**config.mk**
```make
export PLATFORM = sky130hd
export DESIGN_NAME = fx2bf_conv
export DESIGN_NICKNAME = d
export VERILOG_FILES = /design/src/rtl/fx2bf_conv.sv
export SDC_FILE = /design/constraint.sdc
export NUM_CORES = 1
export LEC_CHECK = 0
export ABC_AREA = 1
export BUFFER_PORTS_ARGS = -buffer_cell sky130_fd_sc_hd__buf_2
export CORE_MARGIN = 4
export CORE_UTILIZATION = 40
export DETAILED_ROUTE_END_ITERATION = 6
export GPL_ROUTABILITY_DRIVEN = 0
export HOLD_SLACK_MARGIN = 0.05
export PLACE_DENSITY = 0.57
export SYNTH_ARGS = -nofsm -noshare
export SYNTH_HDL_FRONTEND = slang
export SYNTH_SLANG_ARGS = --single-unit
```
**constraint.sdc**
```tcl
create_clock -name clk -period 2.52 [get_ports clk]
set_input_delay 0.252 -clock clk [delete_from_list [all_inputs] [get_ports clk]]
set_output_delay 0.252 -clock clk [all_outputs]
set_load 0.02 [all_outputs]
```
**src/rtl/fx2bf_conv.sv**
```systemverilog
// fx2bf_conv
//   Signed fixed-point (Q INT_W.FRC_W) to bfloat-style float converter.
//   A word is accepted over a valid/ready handshake, normalised one bit per
//   cycle, rounded to nearest-even and held as sign/exponent/fraction with
//   zero and inexact flags until the consumer takes it. One conversion is in
//   flight at a time.
//
// Ports
//   clk          in   1      clock, rising edge
//   rst          in   1      asynchronous reset, active-high
//   in_valid_i   in   1      fix_i valid
//   in_ready_o   out  1      converter can accept (IDLE only)
//   fix_i        in   N      two's-complement input, value = fix_i / 2^FRC_W
//   out_valid_o  out  1      result valid, held until out_ready_i
//   out_ready_i  in   1      downstream accepts result
//   sgn_o        out  1      result sign
//   exp_o        out  EXP_W  biased exponent
//   fract_o      out  MAN_W  rounded stored fraction (hidden 1 dropped)
//   zero_o       out  1      input was exactly zero
//   inexact_o    out  1      rounding discarded nonzero bits
module fx2bf_conv #(
  parameter int INT_W = 8,
  parameter int FRC_W = 8,
  parameter int EXP_W = 8,
  parameter int MAN_W = 7,
  parameter int BIAS  = 127
) (
  input  logic                     clk,
  input  logic                     rst,
  input  logic                     in_valid_i,
  output logic                     in_ready_o,
  input  logic [INT_W+FRC_W-1:0]   fix_i,
  output logic                     out_valid_o,
  input  logic                     out_ready_i,
  output logic                     sgn_o,
  output logic [EXP_W-1:0]         exp_o,
  output logic [MAN_W-1:0]         fract_o,
  output logic                     zero_o,
  output logic                     inexact_o
);

  localparam int N     = INT_W + FRC_W;
  localparam int PW    = $clog2(N);
  localparam int GRD_W = N - 1 - MAN_W;  // bits below the stored fraction

  // Legal parameter space has no denormal or overflow path.
  if (N < MAN_W + 1) begin : g_chk_n
    $error("fx2bf_conv: INT_W+FRC_W must be at least MAN_W+1");
  end
  if (BIAS - FRC_W < 1) begin : g_chk_lo
    $error("fx2bf_conv: BIAS-FRC_W must be at least 1");
  end
  if (BIAS + INT_W > (1 << EXP_W) - 2) begin : g_chk_hi
    $error("fx2bf_conv: BIAS+INT_W exceeds largest normal exponent");
  end

  typedef enum logic [1:0] {IDLE, NORM, ROUND, HOLD} state_t;

  state_t               state_q, state_d;
  logic [N-1:0]         mag_q;
  logic [PW-1:0]        pos_q;
  logic                 sgn_q;

  logic                 sgn_in;
  logic [N-1:0]         mag_in;
  logic [MAN_W-1:0]     mant;
  logic                 guard;
  logic                 sticky;
  logic [EXP_W-1:0]     exp_pre;
  logic [EXP_W+MAN_W:0] rnd_res;

  // Round-to-nearest-even; returns {inexact, exponent, fraction}. A carry out
  // of an all-ones mantissa renormalises by bumping the exponent.
  function automatic logic [EXP_W+MAN_W:0] round_ne(
    input logic [MAN_W-1:0] m,
    input logic             g,
    input logic             s,
    input logic [EXP_W-1:0] e
  );
    logic             up;
    logic [EXP_W-1:0] eo;
    logic [MAN_W-1:0] fo;
    up = g & (s | m[0]);
    if (up && (&m)) begin
      fo = '0;
      eo = e + EXP_W'(1);
    end else begin
      fo = m + MAN_W'(up);
      eo = e;
    end
    return {g | s, eo, fo};
  endfunction

  // Magnitude as N-bit unsigned; the most-negative input maps to 2^(N-1).
  assign sgn_in = fix_i[N-1];
  assign mag_in = sgn_in ? (~fix_i + N'(1)) : fix_i;

  assign mant    = mag_q[N-2 -: MAN_W];
  assign exp_pre = EXP_W'(pos_q) + EXP_W'(BIAS - FRC_W);
  assign rnd_res = round_ne(mant, guard, sticky, exp_pre);

  if (GRD_W == 0) begin : g_gs_none
    assign guard  = 1'b0;
    assign sticky = 1'b0;
  end else if (GRD_W == 1) begin : g_gs_guard
    assign guard  = mag_q[0];
    assign sticky = 1'b0;
  end else begin : g_gs_full
    assign guard  = mag_q[GRD_W-1];
    assign sticky = |mag_q[GRD_W-2:0];
  end

  assign in_ready_o = (state_q == IDLE);

  always_ff @(posedge clk or posedge rst) begin
    if (rst) state_q <= IDLE;
    else     state_q <= state_d;
  end

  always_comb begin
    state_d = state_q;
    case (state_q)
      IDLE:    if (in_valid_i) state_d = (mag_in == '0) ? HOLD : NORM;
      NORM:    if (mag_q[N-1]) state_d = ROUND;
      ROUND:   state_d = HOLD;
      HOLD:    if (out_ready_i) state_d = IDLE;
      default: state_d = IDLE;
    endcase
  end

  always_ff @(posedge clk or posedge rst) begin
    if (rst) begin
      mag_q       <= '0;
      pos_q       <= '0;
      sgn_q       <= 1'b0;
      out_valid_o <= 1'b0;
      sgn_o       <= 1'b0;
      exp_o       <= '0;
      fract_o     <= '0;
      zero_o      <= 1'b0;
      inexact_o   <= 1'b0;
    end else begin
      case (state_q)
        IDLE: if (in_valid_i) begin
          mag_q <= mag_in;
          pos_q <= PW'(N - 1);
          sgn_q <= sgn_in;
          // Exact zero bypasses normalisation straight to the result.
          if (mag_in == '0) begin
            out_valid_o <= 1'b1;
            sgn_o       <= 1'b0;
            exp_o       <= '0;
            fract_o     <= '0;
            zero_o      <= 1'b1;
            inexact_o   <= 1'b0;
          end
        end
        NORM: if (!mag_q[N-1]) begin
          mag_q <= mag_q << 1;
          pos_q <= pos_q - PW'(1);
        end
        ROUND: begin
          out_valid_o <= 1'b1;
          sgn_o       <= sgn_q;
          {inexact_o, exp_o, fract_o} <= rnd_res;
          zero_o      <= 1'b0;
        end
        HOLD: if (out_ready_i) out_valid_o <= 1'b0;
        default: ;
      endcase
    end
  end

endmodule

```
==> reports/qor.yml <==
skew_ps: 12.8
num-nets-final: 481
worstPathArrival_ps: 2250
synth_edf_count: 0
r2r-start: "state_q[0]$_DFFE_PP0P_"
cts_tree: "yes"
worstSetupEndpoint: "mag_q[7]$_DFFE_PP0P_"
drtPass1Iterations: 4
hp-class: "in -> async"
die-area_mm2: 0.00834
path_max_fanout: 12
synth-seq-cells: 42
route.vias.total: 2650
crit_required_ps: 2700
crit_type: "reg -> reg"
drive_gt1_frac: 0.132
end_kind: "register"
yosys_warnings: 0
wl_um: 6790
pre_cts_ws_ps: 329
synthTopCellsByCount: "nand2_1, inv_1, nand3_1, dfrtp_1, nor2_1"
cts_setup_buffers: 0
worstSetupStartpoint: "state_q[0]$_DFFE_PP0P_"
setup_tns_ps: 0
synth_fa_ha_area_frac: 0.0405
reg2reg_depth: 8
htree_levels: 2
syn-mean-instance-area_um2: 6.81
vdd_ir_drop_max_v: 0.000603
synth_xor_area_frac: 0.00946
die_height_um: 91.3
synth_compound_area_frac: 0.129
outcome: "completed"
grt_pass1_wl_um: 12000
core-area_mm2: 0.00676
max_stage_delay_ps: 410
clk_pin_slew_ps: 90
postSynthCellCount: 408
fin_crit_sh: 0.823
cts_buffer_depth: 2
slew_headroom: 0.642
yosysSeqAreaShare: 0.378
cp-start-kind: "register"
first_iter_violations: 135
min_period_ps: 2070
synth.cell_area_mm2: 0.00278
power_leakage_uw: 0.00178
grt_max_degree: 43
antenna_found_initial: 0
synth_top_family_by_area: "simple AND/OR/NAND/NOR gates"
antenna_left: 0
clock_latency_ps: 300
cts-hold-fix-buffers: 0
slew_viol_final: 0
grt_usage: 0.175
rows: 30
drv_cap: 0
finalSetupViolCount: 0
cts_resized: 0
synth_ff_type: "dfrtp_1"
start_util: 0.411
numCtsBuffers: 5
crit_chain: "inv_1, ha_1, nand2_1, o21ai_0, nand2_1, inv_1, o21ai_0, a2bb2oi_1"
rsz0062_at_grt: "no"
setup_ws_ps: 446
tightest_slew_ps: 537
synth.distinct_cells: 32
worstReg2RegEnd: "mag_q[7]$_DFFE_PP0P_"
hold_violations: 0
avgRoutedWirePerCell_um: 12.7
synth_nets: 437
muxShareOfSynthArea: 0
yosysMostFrequentCell: "nand2_1"
overflow: 0
drc: 0
clock-sinks: 42
cp_slowest_cell: "dfrtp_1"
synth_largest_area_cell: "dfrtp_1"
area_delta_synth_final_pct: 13.8
top_level_ports: 40
clockRootBuffer: "clkbuf_8"
r2r_slack_ps: 450
synth_top_area_frac: 0.378
grt_pass1_vias: 2621
diodes: 0
powerDensity_mw_per_mm2: 1100
synth-async-reset-ratio: 1.00
clock.fmax_mhz: 482
synthSimpleGateAreaFrac: 0.348
port_buffers: 39
dp_hpwl_um: 5080
synth_area_leaders: "dfrtp_1, nand2_1, nand3_1"
vias_per_cell: 4.97
die_w_um: 91.3
[worst min path at each step]
stage / end / slack, ps / cells after the start
after floorplan: mag_q[0]$_DFFE_PP0P_ / 400 / 2
after global placement: fract_o[3]$_DFFE_PP0P_ / 420 / 3
after detailed placement: fract_o[3]$_DFFE_PP0P_ / 430 / 3
after CTS: fract_o[3]$_DFFE_PP0P_ / 90 / 3
after global routing: fract_o[3]$_DFFE_PP0P_ / 130 / 3
final: mag_q[9]$_DFFE_PP0P_ / 60 / 3
[area by class of cell]
class | count | area (um^2)
clock inverter | 2 | 13.8
inverter | 55 | 206
tap | 80 | 100
clock buffer | 6 | 72.6
sequential | 42 | 1050
timing repair buffer | 47 | 255
fill | 704 | 3590
multi-input combinational | 301 | 1460
[sequential cells by signal, summed over array words and instances (netlist names)]
register	flops
mag_q	16
inexact_o	1
pos_q	4
exp_o	8
out_valid_o	1
sgn_q	1
state_q	2
zero_o	1
fract_o	7
sgn_o	1
[stage by stage]
stage / area, um^2 / power [uW] / utilization / hold WS (ps) / instances
floorplan: 2780 / 2540 / - / 399 / 408
global placement: 3080 / 3060 / 0.455 / 423 / 525
detailed placement: 3080 / 3070 / 0.455 / 426 / 525
CTS: 3160 / 3530 / 0.468 / 92.2 / 533
global route: 3160 / 3870 / 0.468 / 127 / 533
finish: 3160 / 3490 / 0.468 / 61.9 / 533
[kinds of logic (layout without fill, tap and decap cells)]
logic type,Yosys count,after routing
and+or+nand+nor,228,228
buffers and inverters,65,110
AOI/OAI and AO/OA,61,61
DFF,42,42
adders and majority gates,9,9
xor gates and xnor gates,3,3
[cell usage in the layout, fill, tap and decap left out, types with 2 or more instances in the layout]
| cell | count |
|---|---|
| a21oi_1 | 22 |
| a22oi_1 | 12 |
| buf_2 | 39 |
| buf_4 | 8 |
| clkbuf_8 | 5 |
| dfrtp_1 | 42 |
| ha_1 | 9 |
| inv_1 | 54 |
| nand2_1 | 119 |
| nand2_2 | 2 |
| nand3_1 | 51 |
| nand4_1 | 4 |
| nor2_1 | 41 |
| nor3_1 | 6 |
| o21a_1 | 2 |
| o21ai_0 | 18 |
| xnor2_1 | 2 |
[power breakdown]
group	switching, uW	internal [uW]
Combinational	1270	651
Sequential	180	948
Clock	243	196
[critical path: cells and delay by family (launching register included)]
kind	cells	cell delay [ps]
and+or+nand+nor	2	440
DFF	1	410
AOI/OAI and AO/OA	3	400
buffers and inverters	2	380
adders and majority gates	1	320
[layer usage]
metal | wire length (um) | global-route usage | vias up
met5 | 0 | 0 | -
met1 | 3350 | 0.229 | 1200
met4 | 66 | 0.0515 | 0
met2 | 3180 | 0.292 | 37
met3 | 187 | 0.0323 | 7
li1 | - | - | 1406
(Power assumes the default switching activity.)
